`config.mk`:
```
export PLATFORM = sky130hd
export DESIGN_NAME = cntr_ctrl_flat
export DESIGN_NICKNAME = d
export VERILOG_FILES = /design/src/rtl/cntr_ctrl_if.sv /design/src/rtl/cntr_ctrl.sv /design/src/flat_wrapper.sv
export SDC_FILE = /design/constraint.sdc
export NUM_CORES = 1
export LEC_CHECK = 0
export CAP_MARGIN = 0
export CORE_MARGIN = 4
export CORE_UTILIZATION = 40
export CTS_CLUSTER_SIZE = 14
export DETAILED_ROUTE_END_ITERATION = 16
export HOLD_SLACK_MARGIN = 0.1
export PLACE_DENSITY = 0.72
export SLEW_MARGIN = 30
export SYNTH_ARGS = -nofsm -noshare
export SYNTH_HDL_FRONTEND = slang
export SYNTH_SLANG_ARGS = --single-unit
```
`constraint.sdc`:
```
create_clock -name clk -period 2.7 [get_ports clk]
set_input_delay 0.54 -clock clk [delete_from_list [all_inputs] [get_ports clk]]
set_output_delay 0.54 -clock clk [all_outputs]
set_load 0.005 [all_outputs]
```
`src/rtl/cntr_ctrl_if.sv`:
```
// Control/status bundle for the prescaled counter: run controls in, count and pulses out.
interface cntr_ctrl_if #(
    parameter int COUNT_WIDTH    = 4,
    parameter int PRESCALE_WIDTH = 4
);
    logic                      start;
    logic                      stop;
    logic                      pause;
    logic                      auto_reload;
    logic [COUNT_WIDTH-1:0]    limit;
    logic [PRESCALE_WIDTH-1:0] prescale;
    logic [COUNT_WIDTH-1:0]    count;
    logic                      tick;
    logic                      done;
    logic                      busy;

    modport master (
        output start, stop, pause, auto_reload, limit, prescale,
        input  count, tick, done, busy
    );

    modport slave (
        input  start, stop, pause, auto_reload, limit, prescale,
        output count, tick, done, busy
    );
endinterface

```
`src/rtl/cntr_ctrl.sv`:
```
// Prescaled up-counter with one-shot/periodic modes, pause and abort; all outputs registered.
module cntr_ctrl #(
    parameter int COUNT_WIDTH    = 4,
    parameter int PRESCALE_WIDTH = 4
) (
    input  logic        clk,
    input  logic        rst,
    cntr_ctrl_if.slave  bus
);

    typedef enum logic [1:0] {
        S_IDLE = 2'd0,
        S_RUN  = 2'd1,
        S_HOLD = 2'd2,
        S_DONE = 2'd3
    } state_e;

    state_e                    state_q, state_d;
    logic [COUNT_WIDTH-1:0]    count_q, count_d;
    logic [COUNT_WIDTH-1:0]    limit_q, limit_d;
    logic [PRESCALE_WIDTH-1:0] pre_q, pre_d;
    logic [PRESCALE_WIDTH-1:0] prescale_q, prescale_d;
    logic                      reload_q, reload_d;
    logic                      tick_q, tick_d;
    logic                      done_q, done_d;
    logic                      busy_q, busy_d;

    logic pre_wrap;
    logic at_limit;
    logic term_tick;

    assign pre_wrap  = (pre_q == prescale_q);
    assign at_limit  = (count_q == limit_q);
    // A terminal tick in RUN completes even when pause arrives on the same cycle.
    assign term_tick = (state_q == S_RUN) && pre_wrap && at_limit;

    always_comb begin
        state_d    = state_q;
        count_d    = count_q;
        pre_d      = pre_q;
        limit_d    = limit_q;
        prescale_d = prescale_q;
        reload_d   = reload_q;
        tick_d     = 1'b0;
        done_d     = 1'b0;

        if (bus.stop) begin
            state_d = S_IDLE;
            count_d = '0;
            pre_d   = '0;
        end else begin
            unique case (state_q)
                S_IDLE, S_DONE: begin
                    if (bus.start) begin
                        limit_d    = bus.limit;
                        prescale_d = bus.prescale;
                        reload_d   = bus.auto_reload;
                        count_d    = '0;
                        pre_d      = '0;
                        state_d    = S_RUN;
                    end
                end
                S_RUN, S_HOLD: begin
                    if (bus.pause && !term_tick) begin
                        state_d = S_HOLD;
                    end else begin
                        // Leaving HOLD advances on the same edge so a pause costs exactly its length.
                        state_d = S_RUN;
                        if (pre_wrap) begin
                            pre_d  = '0;
                            tick_d = 1'b1;
                            if (at_limit) begin
                                done_d = 1'b1;
                                if (reload_q) begin
                                    count_d = '0;
                                    state_d = bus.pause ? S_HOLD : S_RUN;
                                end else begin
                                    state_d = S_DONE;
                                end
                            end else begin
                                count_d = count_q + 1'b1;
                            end
                        end else begin
                            pre_d = pre_q + 1'b1;
                        end
                    end
                end
                default: state_d = S_IDLE;
            endcase
        end

        busy_d = (state_d == S_RUN) || (state_d == S_HOLD);
    end

    always_ff @(posedge clk) begin
        if (rst) begin
            state_q    <= S_IDLE;
            count_q    <= '0;
            pre_q      <= '0;
            limit_q    <= '0;
            prescale_q <= '0;
            reload_q   <= 1'b0;
            tick_q     <= 1'b0;
            done_q     <= 1'b0;
            busy_q     <= 1'b0;
        end else begin
            state_q    <= state_d;
            count_q    <= count_d;
            pre_q      <= pre_d;
            limit_q    <= limit_d;
            prescale_q <= prescale_d;
            reload_q   <= reload_d;
            tick_q     <= tick_d;
            done_q     <= done_d;
            busy_q     <= busy_d;
        end
    end

    assign bus.count = count_q;
    assign bus.tick  = tick_q;
    assign bus.done  = done_q;
    assign bus.busy  = busy_q;

endmodule

```
`src/flat_wrapper.sv`:
```
// flat-port wrapper written by rule: the top's interface ports become plain ports
module cntr_ctrl_flat 
#(
    parameter int COUNT_WIDTH    = 4,
    parameter int PRESCALE_WIDTH = 4
)
  (clk, rst, bus_start, bus_stop, bus_pause, bus_auto_reload, bus_limit, bus_prescale, bus_count, bus_tick, bus_done, bus_busy);
  cntr_ctrl_if #(.COUNT_WIDTH(COUNT_WIDTH), .PRESCALE_WIDTH(PRESCALE_WIDTH)) bus_i ();
  input  logic clk;
  input  logic rst;
  input wire logic [$bits(bus_i.start)-1:0] bus_start;
  input wire logic [$bits(bus_i.stop)-1:0] bus_stop;
  input wire logic [$bits(bus_i.pause)-1:0] bus_pause;
  input wire logic [$bits(bus_i.auto_reload)-1:0] bus_auto_reload;
  input wire logic [$bits(bus_i.limit)-1:0] bus_limit;
  input wire logic [$bits(bus_i.prescale)-1:0] bus_prescale;
  output wire logic [$bits(bus_i.count)-1:0] bus_count;
  output wire logic [$bits(bus_i.tick)-1:0] bus_tick;
  output wire logic [$bits(bus_i.done)-1:0] bus_done;
  output wire logic [$bits(bus_i.busy)-1:0] bus_busy;
  assign bus_i.start = bus_start;
  assign bus_i.stop = bus_stop;
  assign bus_i.pause = bus_pause;
  assign bus_i.auto_reload = bus_auto_reload;
  assign bus_i.limit = bus_limit;
  assign bus_i.prescale = bus_prescale;
  assign bus_count = bus_i.count;
  assign bus_tick = bus_i.tick;
  assign bus_done = bus_i.done;
  assign bus_busy = bus_i.busy;
  cntr_ctrl #(.COUNT_WIDTH(COUNT_WIDTH), .PRESCALE_WIDTH(PRESCALE_WIDTH)) u_core (.clk(clk), .rst(rst), .bus(bus_i));
endmodule
```
# Word level (Yosys, flattened, before mapping)
# Index checks and enable logic that the tools add are counted.
totals:
  reg_bits: 22
  output_inout_bits: 7
classes:
  bitwise_logic: 3
  mux: 19
  eq_ne: 11
  n_reduce_logical: 14
  add_sub_neg: 2
op_table:
  columns: ["cell", "count"]
  rows:
  - ["$mux 4", 7]
  - ["$pmux 4 s2", 2]
  - ["$mux 2", 7]
  - ["$add 4x1->4 const B", 2]
  - ["$eq 4x4->1", 2]
  - ["$eq 2x2->1 const B", 3]
  - ["$reduce_or 2->1", 3]
  - ["$reduce_or 5->1", 1]
  - ["$eq 2x1->1 const B", 2]
  - ["$ne 2x2->1 const B", 2]
  - ["$pmux 2 s2", 1]
  - ["$reduce_and 4->1", 1]
  - ["$reduce_or 4->1", 1]
  - ["$logic_and 1x1->1", 3]
  - ["$ne 3x2->1 const B", 1]
  - ["$not 1->1", 3]
  - ["$reduce_and 3->1", 1]
  - ["$logic_not 2->1", 1]
  - ["$mux 1", 2]
  - ["$ne 2x1->1 const B", 1]
  - ["$reduce_and 2->1", 1]
  - ["$logic_not 1->1", 1]
  - ["$logic_or 1x1->1", 1]

# Depth between registers and ports, before layout
logic_depth:
  ltp_word: 10
  depth_mapped: 7

# Worst setup path before layout
# OpenSTA, ideal clock, no wires.
synth_timing:
  path_type: "register -> register"
  startpoint: "reg u_core.count_q[0], in the netlist u_core.bus.count[0]"
  endpoint: "reg u_core.count_q[2], in the netlist u_core.bus.count[2]"
  period_less_slack_ns: 1.909
  t_arrival_ns: 1.791
  required_ns: 2.583
  path_stages_with_launch: 7
  slack_ns: 0.791
  setup_time_ns: 0.117
  path_buffers: 1
  cell_sequence: "dfxtp_1 > xnor2_1 > nand4_1 > o31a_1 > or3_1 > buf_2 > a32o_1"
synth_between:
  elab_chain_len: 6
  elab_cells_between_ends: 12
  cone_classes: "add/sub: 1; eq/ne: 3; mux: 4; reduce/logical: 4"
synth_rtl:
  columns: ["element", "line", "text"]
  rows:
  - ["start, declared", "cntr_ctrl.sv:19", "logic [COUNT_WIDTH-1:0] count_q, count_d;"]
  - ["start signal, assigned", "cntr_ctrl.sv:108", "count_q <= count_d;"]
  - ["branches (longest 6 deep; another with $add 4x1->4)", null, null]
# Parallel ways; which one is timed is not known. The select of a mux whose other input is x is not followed.
# A chain may end at the register's enable or synchronous reset.

# Worst setup path after layout
# Ends and elaborated chain as after synthesis.

==> flow_summary_export.csv <==
group,metric,value,unit
drt,wl_met1,1040,um
run,maxCapViolations,0,
power,powerDensity,463,nW/um^2
drt,dr_total_vias,967,
global_routing,antenna_found_initial,0,
place,place.gp.congestion,0.930,
layout,fin_cells,180,
synth,yosys.area.top_type,"dfxtp_1",
synth,netlist_top_cells_count,"nand2_1 (29), dfxtp_1 (22), a21oi_1 (10), xnor2_1 (10), nor2_1 (8)",
cts,cts_hold_buf,0,
synth,syn_area,1080,sq um
drt,wl_met3,127,um
floorplan,fp.dieH,60.0,um
synth,yosysMostFrequentCell,"nand2_1",
synth,synthCells,130,
sta,setup-tns-final,0,ns
drt,remaining_drc_errors,0,
drt,avgRoutedWirePerCell,12.3,um
synth,async_flop_share,0,%
synth,synth_top_area_share,40.8,%
synth,synth_nets,147,
drt,wl,2210,um
setup_path,end_kind,"flip-flop",
cts,cts_setup_buffers,0,
layout,drive_gt1_share,6.00,%
power,vdd_drop_max,0.000267,V
floorplan,chipWidth,60.0,um
layout,areaGrowthSynthToFinish,23.3,%
cts,cts.sinks,22,
power,leakage,0.469,nW
worst_hold_path,hold_path.class,"reg2reg",
drt,dr.first_iter.drc_count,43,
cts,cts_max_level,1,
drt,top_layer,"met4",
setup_path,cp.required,2.91,ns
cts,cts_resized,0,
drt,antenna_left,0,
sta,fin_crit,2.10,ns
global_routing,grt_pass1_vias,852,
cts,worst_skew_pair.late_latency,0.30,ns
floorplan,initial_utilization,42.8,%
synth,syn-mean-instance-area,8.31,sq um
global_routing,grt_pass1_wl,3570,um
drt,dr.pass1.iters,4,
synth,synth.area.top_cells,"dfxtp_1 (41%), nand2_1 (10%), xnor2_1 (8.1%), a21oi_1 (4.6%), ha_1 (3.5%)",
floorplan,rows,18,
synth,synth_seq_cells,22,
synth,synth.yosys.seq_area_share,40.8,%
place,portBuffers,20,
sta,hold_viol_final,0,
global_routing,grt.total_usage,12.9,%
sta,drv_slew,0,
global_routing,gr-total-overflow,0,
sta,rsz0062_at_grt,"false",
drt,vias_per_cell,5.37,
synth,synth_edf_count,0,
synth,yosys_warnings,0,
setup_path,worstSetupPathType,"reg2reg",
cts,cts_tree,"built",
drt,dr_wl_met2,1020,um
power,finalPower,617,uW
place,place_inst,177,
sta,period_share,77.6,%
sta,maxSlewHeadroom,62.7,%
outcome,status,"complete, no violations",
layout,diodes,0,
cts,clockBufferDepth,2,
place,dp_hpwl,1750,um
floorplan,ioPinCount,21,
setup_path,cp-start-kind,"flip-flop",
cts,root_buffer,"clkbuf_4",
setup_path,arrival,2.30,ns
setup_path,critical_path_peak_fanout,6,
cts,path_clk_slew,0.11,ns
sta,fin_skew,0.00451,ns
global_routing,grt_max_degree,12,
sta,worst_slew_pin_slew,0.557,ns
synth,synth_ff_type,"dfxtp_1",
synth,synth_cell_types,32,
floorplan,coreArea,2520,sq um
layout,fin_nets,169,
layout,fin_util,52.8,%
sta,max_freq,477,MHz
sta,setup_violations,0,
cts,cts_buffers,3,
floorplan,die_area,3590,sq um
sequential cells by signal (all words and copies together), names as in the netlist:
name / cells
u_core.bus.count: 4
u_core.limit_q: 4
u_core.pre_q: 4
u_core.prescale_q: 4
u_core.state_q: 2
u_core.bus.busy: 1
u_core.bus.done: 1
u_core.bus.tick: 1
u_core.reload_q: 1
logic make-up (layout without fill, tap and decap cells):
| logic type | after synthesis | after routing | share of synthesized area [%] |
|---|---|---|---|
| AO/OA/AOI/OAI | 25 | 25 | 14.7 |
| adder cells (fa/ha/maj) | 3 | 3 | 3.48 |
| buffers and inverters | 7 | 27 | 2.55 |
| XOR/XNOR | 10 | 10 | 8.11 |
| AND/OR/NAND/NOR | 59 | 59 | 26.5 |
| flip-flops | 22 | 22 | 40.8 |
| multiplexers | 4 | 4 | 3.82 |
cells in the final DEF, fill, tap and decap left out, types with 2 or more instances in the layout:
cell,instances
nand2_1,29
dfxtp_1,22
clkdlybuf4s50_1,20
xnor2_1,10
a21oi_1,10
nor2_1,8
o21ai_0,5
nand3_1,5
inv_1,3
mux2i_1,3
ha_1,3
clkbuf_4,3
or2_2,2
nand2b_1,2
o31ai_1,2
nand4_1,2
o31a_1,2
nor3_1,2
and2_1,2
a32o_1,2
per-stage QoR:
| step | area (sq um) | worst slack, ns | hold WS, ns |
|---|---|---|---|
| 3_5_place_dp | 1310 | 0.522 | 0.463 |
| 6_report | 1330 | 0.605 | 0.479 |
| 2_1_floorplan | 1080 | 0.791 | 0.440 |
| 5_1_grt | 1330 | 0.457 | 0.491 |
| 4_1_cts | 1330 | 0.603 | 0.484 |
| 3_3_place_gp | 1310 | 0.567 | 0.461 |
power by group:
group	leakage (nW)	switching, mW	internal [mW]
Sequential	0.179	0.00691	0.336
Combinational	0.277	0.0675	0.0581
Clock	0.0138	0.0959	0.0521
layer usage:
metal | global-route usage, % | up-vias
li1 | - | 490
met1 | 16.5 | 447
met2 | 20.8 | 26
met3 | 3.24 | 4
met4 | 4.43 | 0
met5 | 0 | -
worst max-delay path, cell delays in order (launching register included):
cell and delay [ns]:
dfxtp_1 0.39, xnor2_1 0.26, nand4_1 0.26, o31a_1 0.35, or3_1 0.46, a32o_1 0.29
worst paths after layout:
kind / start / to / slack (ns) / cells after the start
worst max-delay path: u_core.bus.count[0] / u_core.bus.count[2] / 0.60 / 5
worst min-delay path: u_core.reload_q / u_core.reload_q / 0.48 / 2
worst max register to register: u_core.bus.count[0] / u_core.bus.count[2] / 0.60 / 5
worst min register to register: u_core.reload_q / u_core.reload_q / 0.48 / 2
final cells by class:
type,count,area (sq um)
clock buffer,3,22.5
fill,253,1190
inverter,3,11.3
multi-input combinational,101,612
sequential,22,440
tap,30,37.5
timing repair buffer,21,208
No activity file was read; power rests on OpenSTA's default activity.
